**src/rtl/comp_reduce.sv**
```systemverilog
// comp_reduce: streaming signed max/min reduction returning the winning value and its index
module comp_reduce #(
  parameter int LEN   = 9,
  parameter int IDX_W = 8
) (
  input  logic             clk,
  input  logic             rstn,
  input  logic             in_valid,
  output logic             in_ready,
  input  logic [LEN-1:0]   in_data,
  input  logic             in_last,
  input  logic             mode,
  output logic             out_valid,
  input  logic             out_ready,
  output logic [LEN-1:0]   out_data,
  output logic [IDX_W-1:0] out_idx,
  output logic             out_ovf
);
  typedef enum logic [1:0] {IDLE, ACC, HOLD} state_t;
  localparam logic [IDX_W:0] FULL = {1'b1, {IDX_W{1'b0}}};
  state_t         state, state_nx;
  logic [IDX_W:0] cnt;
  logic           mode_q, take, better, full;
  assign in_ready  = state != HOLD;
  assign out_valid = state == HOLD;
  assign take      = in_valid && in_ready;
  assign full      = cnt == FULL;
  assign better    = mode_q ? ($signed(in_data) < $signed(out_data))
                            : ($signed(in_data) > $signed(out_data));
  always_comb begin
    state_nx = state;
    state_nx = (state == HOLD) ? (out_ready ? IDLE : HOLD)
             : take ? (in_last ? HOLD : ACC) : state;
  end
  // cnt is the index the next accepted beat will occupy; once it reaches FULL the index pins at all-ones
  always_ff @(posedge clk or negedge rstn)
    if (!rstn) begin
      state    <= IDLE;
      out_data <= '0;
      out_idx  <= '0;
      out_ovf  <= 1'b0;
      cnt      <= '0;
      mode_q   <= 1'b0;
    end else begin
      state <= state_nx;
      if (take && state == IDLE) begin
        out_data <= in_data;
        out_idx  <= '0;
        cnt      <= (IDX_W+1)'(1);
        out_ovf  <= 1'b0;
        mode_q   <= mode;
      end else if (take) begin
        if (better) begin
          out_data <= in_data;
          out_idx  <= full ? '1 : cnt[IDX_W-1:0];
        end
        if (full) out_ovf <= 1'b1;
        else cnt <= cnt + 1'b1;
      end
    end
endmodule
```
**config.mk**
```make
export PLATFORM = sky130hd
export DESIGN_NAME = comp_reduce
export DESIGN_NICKNAME = d
export VERILOG_FILES = /design/src/rtl/comp_reduce.sv
export SDC_FILE = /design/constraint.sdc
export NUM_CORES = 1
export LEC_CHECK = 0
export CORE_UTILIZATION = 25
export DETAILED_ROUTE_END_ITERATION = 12
export PLACE_DENSITY = 0.49
export SLEW_MARGIN = 40
export SYNTH_ARGS = -nofsm -noshare
export SYNTH_HDL_FRONTEND = slang
export SYNTH_SLANG_ARGS = --single-unit
```
**constraint.sdc**
```tcl
create_clock -name clk -period 3.3 [get_ports clk]
set_input_delay 0.33 -clock clk [delete_from_list [all_inputs] [get_ports clk]]
set_output_delay 0.33 -clock clk [all_outputs]
set_load 0.01 [all_outputs]
```
==> summary.log <==
INFO  sta            rsz_0062_raised_after_global_routing=false
INFO  final_layout   final_core_util=0.343
INFO  power_and_ir_drop powerDensity=844nW/um^2
INFO  critical_path  critical_path_data_required_time=3470ps
INFO  status         status=completed
INFO  logic_synthesis number_of_enable_flip_flop_cells_after_synthesis=0
INFO  global_routing grt_start_max_net_pins=31
INFO  global_routing track_usage=0.115
INFO  routing        postRouteWirelength=3400um
INFO  routing        post_drt_via_cell_ratio=4.53
INFO  logic_synthesis synth.largest_area_cell=dfrtp_1
INFO  logic_synthesis synth_nets=181
INFO  routing        final_antenna_net_count=0
INFO  clock_network  max-clock-path-buffers=2
INFO  routing        detail_route.wl_per_cell=12.4um
INFO  clock_network  postCtsSetupRepairBufs=0
INFO  clock_network  cts_tree=done
INFO  critical_path  critical_path_class=input port to flip-flop
INFO  routing        drt-pass1-iter-count=4
INFO  floorplanning  io_pins=35
INFO  power_and_ir_drop design_power_total=0.00183W
INFO  logic_synthesis ys_top_cells_by_area=dfrtp_1 46%, ha_1 8.5%, mux2_2 4.8%
INFO  clock_network  clock_insertion_delay_worst_skew=280ps
INFO  clock_network  numCtsBuffers=5
INFO  critical_path  path_max_fanout=5
INFO  sta            setup_violations=0
INFO  clock_network  tritoncts_num_sinks=30
INFO  place          globalplace.congestion=0.787
INFO  sta            timing.setup.tns=0ps
INFO  floorplanning  rows=29
INFO  sta            worst_clock_skew=4.43ps
INFO  final_layout   post_route_cells_drive_above_1_share=0.136
INFO  power_and_ir_drop power_frac_comb=0.498
INFO  job            max_cap_violations=0
INFO  power_and_ir_drop max-vdd-ir-drop=0.409mV
INFO  logic_synthesis yosysMostFrequentCell=dfrtp_1
INFO  logic_synthesis post_synth.cell_area_avg=10.5um^2
INFO  power_and_ir_drop intPower=0.00119W
INFO  logic_synthesis synth.top_cell.area_share=0.461
INFO  critical_path  crit_arrival=2720ps
INFO  final_layout   num-nets-final=225
INFO  power_and_ir_drop leakage=0.983nW
INFO  place          port_buffers=34
INFO  floorplanning  dieHeight=82.7um
INFO  floorplanning  start_util=0.258
INFO  power_and_ir_drop clkPwrFrac=0.162
INFO  place          dpl.hpwl=2540um
INFO  global_routing wire_length_of_the_first_global_routing_pass=5670um
INFO  floorplanning  floorplan.die.width=82.7um
INFO  sta            final.period_utilization=0.772
INFO  floorplanning  core-area=6310um^2
INFO  clock_network  clock_tree.htree_level_count=2
INFO  critical_path  max_stage_delay_on_crit_path=440ps
INFO  logic_synthesis synth-seq-area-share=0.461
INFO  sta            slew_margin_rel=0.735
INFO  final_layout   area_growth=33.2%
INFO  min_path       hold_path.class=input port to async pin
INFO  clock_network  path_clk_slew=60ps
INFO  critical_path  setup.worst_path.end_class=flip-flop
INFO  routing        detailed_router_s_first_iteration_violation_count=40
INFO  clock_network  cts-hold-fix-buffers=0
INFO  critical_path  setup.worst_path.start_class=input port
INFO  sta            hold_viol=0
INFO  sta            max_freq=0.392GHz
INFO  final_layout   num_antenna_cells=0
INFO  logic_synthesis postSynth.topFlopCell=dfrtp_1
INFO  logic_synthesis synthCells=155
INFO  sta            fin_worst_hold_slack=432ps
INFO  clock_network  postCtsResizedCells=0
INFO  logic_synthesis synth-async-reset-ratio=1.00
INFO  global_routing number_of_global_route_vias_before_repair=1219
INFO  sta            tightestPinTransition=397ps
INFO  sta            timing.final.crit_period=2550ps
INFO  sta            layout_setup_ws=752ps
INFO  logic_synthesis synth.yosys.warnings=0
INFO  floorplanning  floorplan.die_area=6840um^2
INFO  critical_path  worst_path_max_delay_cell=clkdlybuf4s50_1
INFO  routing        detail_route.drc_violations=0
INFO  logic_synthesis synth_top_cells_by_count=30 x dfrtp_1, 18 x nand2_1, 16 x inv_1, 11 x ha_1, 11 x nor2_1
INFO  final_layout   num-fill-cells=684
INFO  routing        routed-via-count=1246
INFO  global_routing grt_antenna_before_repair=0
INFO  critical_path  critical_path_cell_by_cell=clkdlybuf4s50_1 -> ha_1 -> and4_1 -> and3b_1 -> a2111oi_4 -> a21oi_2 -> nor3_4 -> buf_4 -> mux2_2
INFO  logic_synthesis ys_ff_latch=30
INFO  logic_synthesis synth.cell_area=1630um^2
INFO  power_and_ir_drop power.sequential.fraction=0.339
INFO  place          post-place-ws=433ps
INFO  logic_synthesis synth.distinct_cells=40
INFO  sta            slew_viol_final=0
INFO  power_and_ir_drop switching_power=0.000638W
INFO  power_and_ir_drop swShare=0.349
INFO  clock_network  clock-root-buffer=clkbuf_8
INFO  global_routing global_route.overflow_total=0
-- cell usage in the layout (no fill, tap or decap), types with 2 or more instances in the layout --
cell type | synthesis | final
clkbuf_8 | 0 | 6
xor2_1 | 4 | 4
clkdlybuf4s50_1 | 0 | 34
mux2_4 | 3 | 3
inv_1 | 16 | 16
or3_1 | 3 | 3
nand4_1 | 2 | 2
buf_4 | 0 | 6
o21ai_0 | 6 | 6
dfrtp_1 | 30 | 30
nor3_1 | 2 | 2
nand2_1 | 18 | 18
nor2_1 | 11 | 11
mux2_2 | 7 | 7
a21oi_1 | 8 | 8
a2bb2oi_1 | 6 | 6
ha_1 | 11 | 11
and3_1 | 3 | 3
-- stage by stage --
step	cells	instance area, um^2
2_1_floorplan	155	1630
3_3_place_gp	269	2090
3_5_place_dp	269	2090
4_1_cts	275	2170
5_1_grt	275	2170
6_report	275	2170
-- sequential cells by signal, summed over array words and instances (netlist names) --
name / cells
cnt: 9
mode_q: 1
out_data: 9
out_idx: 8
out_ovf: 1
state: 2
-- cell families after synthesis --
family,after synthesis,synth area share
adders and majority gates,11,0.0845
and+or+nand+nor,51,0.167
AOI/OAI and AO/OA,28,0.127
muxes,11,0.0822
buffers and inverters,19,0.0515
xor gates and xnor gates,5,0.0269
DFF,30,0.461
-- worst max-delay path: cells and delay by family --
family          cells  cell delay [ps]
buf+inv             2              650
compound gates      2              320
fa+ha+maj           1              340
simple gates        3              740
mux                 1              330
-- layer usage --
layer,GRT usage,vias to the layer above,wire length [um]
li1,-,626,-
met1,0.150,585,1690
met2,0.164,30,1470
met3,0.0407,5,178
met4,0.0621,0,66
met5,0,-,0
-- worst paths after layout --
kind	startpoint	to	slack, ps	cells past startpoint
setup / recovery	in_data[4]	out_data[6]	750	9
hold / removal	rstn	state[1]	430	2
setup reg to reg	out_data[4]	out_data[6]	860	9
hold reg to reg	out_ovf	out_ovf	510	2
max in group asynchronous	rstn	out_idx[5]	2580	2
min in group clk	out_ovf	out_ovf	510	2
-- power by group through the flow --
stage / Combinational (W) / Sequential [W] / Clock [W]
6_report: 0.000912 / 0.000621 / 0.000297
5_1_grt: 0.00102 / 0.000644 / 0.000322
3_5_place_dp: 0.000924 / 0.000628 / 0
3_3_place_gp: 0.000920 / 0.000630 / 0
2_1_floorplan: 0.000530 / 0.000653 / 0
4_1_cts: 0.000927 / 0.000625 / 0.000308
-- area by class of cell --
cell class	count	area, um^2	area share
multi-input combinational	106	793	0.366
sequential	30	751	0.346
timing repair buffer	40	385	0.178
tap	77	96.3	0.0444
clock buffer	6	82.6	0.0381
inverter	16	60.1	0.0277
No activity file was read; power rests on OpenSTA's default activity.
==> variant: new RTL, same settings <==
Set the parameter `IDX_W` to 9 (it was 8).
--- a/src/rtl/comp_reduce.sv
+++ b/src/rtl/comp_reduce.sv
@@ -2,5 +2,5 @@
 module comp_reduce #(
   parameter int LEN   = 9,
-  parameter int IDX_W = 8
+  parameter int IDX_W = 9
 ) (
   input  logic             clk,
Ports: changed (resized out_idx); port bits go from 35 to 36. The function was not compared with the original's and may differ.
==> variant against the original RTL <==
  * Power is 8.9% lower
  * Sequential cell count is 2 higher
  * Critical path type unchanged
  * Cell area is 4.4% higher
  * Synthesized area is 6.6% higher
  * Via count is 4.0% higher
  * Critical endpoint is now out_data[8]
  * Worst setup slack better by 77 ps
  * Hold slack better by 21 ps
  * Utilization is 0.33 points higher
  * Routed wire length is 3.5% higher
  * Largest power group unchanged
==> variant: results (changes against the original RTL) <==
finish:
  clock_area_frac: 0.0398  # was 0.0381
  fillerInstances: 683  # was 684
  nMultiInputCombCells: 110  # was 106
  layout.nonclk_buf_frac: 0.168  # was 0.178
  inverters: 24  # was 16
  finish.net_count: 238  # was 225
  top_regs: "cnt (10), out_data (9), out_idx (9)"  # was cnt (9), out_data (9), out_idx (8)
  clkbuf_count: 8  # was 6
  drive_above_1_share: 0.103  # was 0.136
  seqAreaFraction: 0.354  # was 0.346
  diodes: 0  # unchanged
  buffers: 39  # was 40
  multi_input_area_um2: 807  # was 793 um2
clock_tree:
  cts-buffers-inserted: 5  # unchanged
  cts-resized-gates: 0  # unchanged
  cts_root_buffer: "clkbuf_8"  # unchanged
  cts.reportedPaths.clkPinSlew_ps: 60  # about the same
  cts_buffer_depth: 2  # unchanged
  htreeDepth: 2  # unchanged
  clock_latency_ps: 280  # about the same
  post_cts_buffers: 0  # unchanged
timing:
  fin_skew_ps: 4.67  # was 4.43 ps
  max_slew.worst_pin.slew_ps: 428  # was 397 ps
grt:
  grt_usage: 0.106  # was 0.115
  antenna_found_initial: 0  # unchanged
  grt_pass1_wl_um: 5910  # was 5670 um
  grt_max_degree: 33  # was 31
synthesis:
  ys_seq_elements: 32  # was 30
  synth_flop_cell: "dfrtp_1"  # unchanged
  ys_seq_area_frac: 0.461  # about the same
  ys_warn_count: 0  # unchanged
  ys_types: 35  # was 40
  synth_common_cells: "dfrtp_1, inv_1, o21ai_0"  # was dfrtp_1, nand2_1, inv_1
  synth-async-reset-ratio: 1.00  # unchanged
  synthTopCellsByArea: "dfrtp_1, ha_1, mux2i_1, inv_1, mux2_2"  # was dfrtp_1, ha_1, mux2_2, nand2_1, inv_1
  synth_fp_nets: 198  # was 181
worst_setup_path:
  timing.rr.end: "out_data[7]"  # was out_data[6]
  critical_path.max_fanout: 13  # was 5
  r2r_slack_ps: 910  # was 860 ps
  rr_startpoint: "out_data[8]"  # was out_data[4]
  reg2reg_depth: 9  # unchanged
  crit_path_end: "out_data[8]"  # was out_data[6]
  slowest_stage: "clkdlybuf4s50_1"  # unchanged
  critPathMaxStageDelay_ps: 630  # was 440 ps
  cp-startpoint: "in_valid"  # was in_data[4]
power:
  max-vdd-ir-drop_mv: 0.187  # was 0.409 mV
  p_leak_nw: 1.03  # was 0.983 nW
detailed_routing:
  vias_per_cell: 4.47  # was 4.53
  first_pass_iters: 4  # unchanged
  routedWlPerCell_um: 12.2  # was 12.4 um
  first_iter_violations: 34  # was 40
floorplan:
  die_w_um: 85.3  # was 82.7 um
min_path:
  hold_path_class: "input port to asynchronous set/reset pin"  # unchanged
placed_design:
  gp_congestion: 0.753  # was 0.787
  dp_hpwl_um: 2600  # was 2540 um
  io_buffers: 35  # was 34
outcome:
  outcome: "complete, no violations"  # unchanged
variant: changes by cell type after synthesis, moves of 2 or more:
cell       change
a2bb2oi_1      -6
a31oi_1        +2
and3_1         +2
clkbuf_1       +2
dfrtp_1        +2
inv_1          +8
mux2_4         -2
mux2i_1        +8
nand2_1        -9
nand3_1        +3
o21ai_0        +9
variant: critical path, delay by kind of cell:
| kind | cells | cell delay (ps) |
|---|---|---|
| and+or+nand+nor | 3 | 910 |
| buffers and inverters | 2 | 890 |
| muxes | 1 | 350 |
| AOI/OAI and AO/OA | 1 | 140 |
variant: per-layer routing:
metal | routed length (um) | vias up | track usage
met4 | 39 | 0 | 0.0545
met1 | 1750 | 600 | 0.136
met5 | 0 | - | 0
met3 | 142 | 2 | 0.0370
li1 | - | 668 | -
met2 | 1590 | 26 | 0.158
variant: cell families (layout without fill, tap and decap cells):
group	after synthesis	in the layout	share of synthesized area
buffers and inverters	30	71	0.0764
AOI/OAI and AO/OA	33	33	0.110
DFF	32	32	0.461
adders and majority gates	11	11	0.0793
xor gates and xnor gates	6	6	0.0303
and+or+nand+nor	42	42	0.130
muxes	18	18	0.112
variant: per-stage QoR:
step / cell area [um2] / total power [mW] / instances / setup WS (ps) / hold WS [ps]
6_report: 2260 / 1.67 / 290 / 830 / 452
5_1_grt: 2260 / 1.81 / 290 / 619 / 477
4_1_cts: 2260 / 1.70 / 290 / 830 / 462
3_5_place_dp: 2170 / 1.38 / 282 / 525 / 501
3_3_place_gp: 2170 / 1.38 / 282 / 562 / 497
2_1_floorplan: 1740 / 1.09 / 172 / 983 / 34.4
variant: report_power, final:
| group | internal [mW] | switching, mW | total [mW] |
|---|---|---|---|
| combinational | 0.425 | 0.342 | 0.766 |
| sequential | 0.506 | 0.0881 | 0.594 |
| clock | 0.170 | 0.137 | 0.307 |
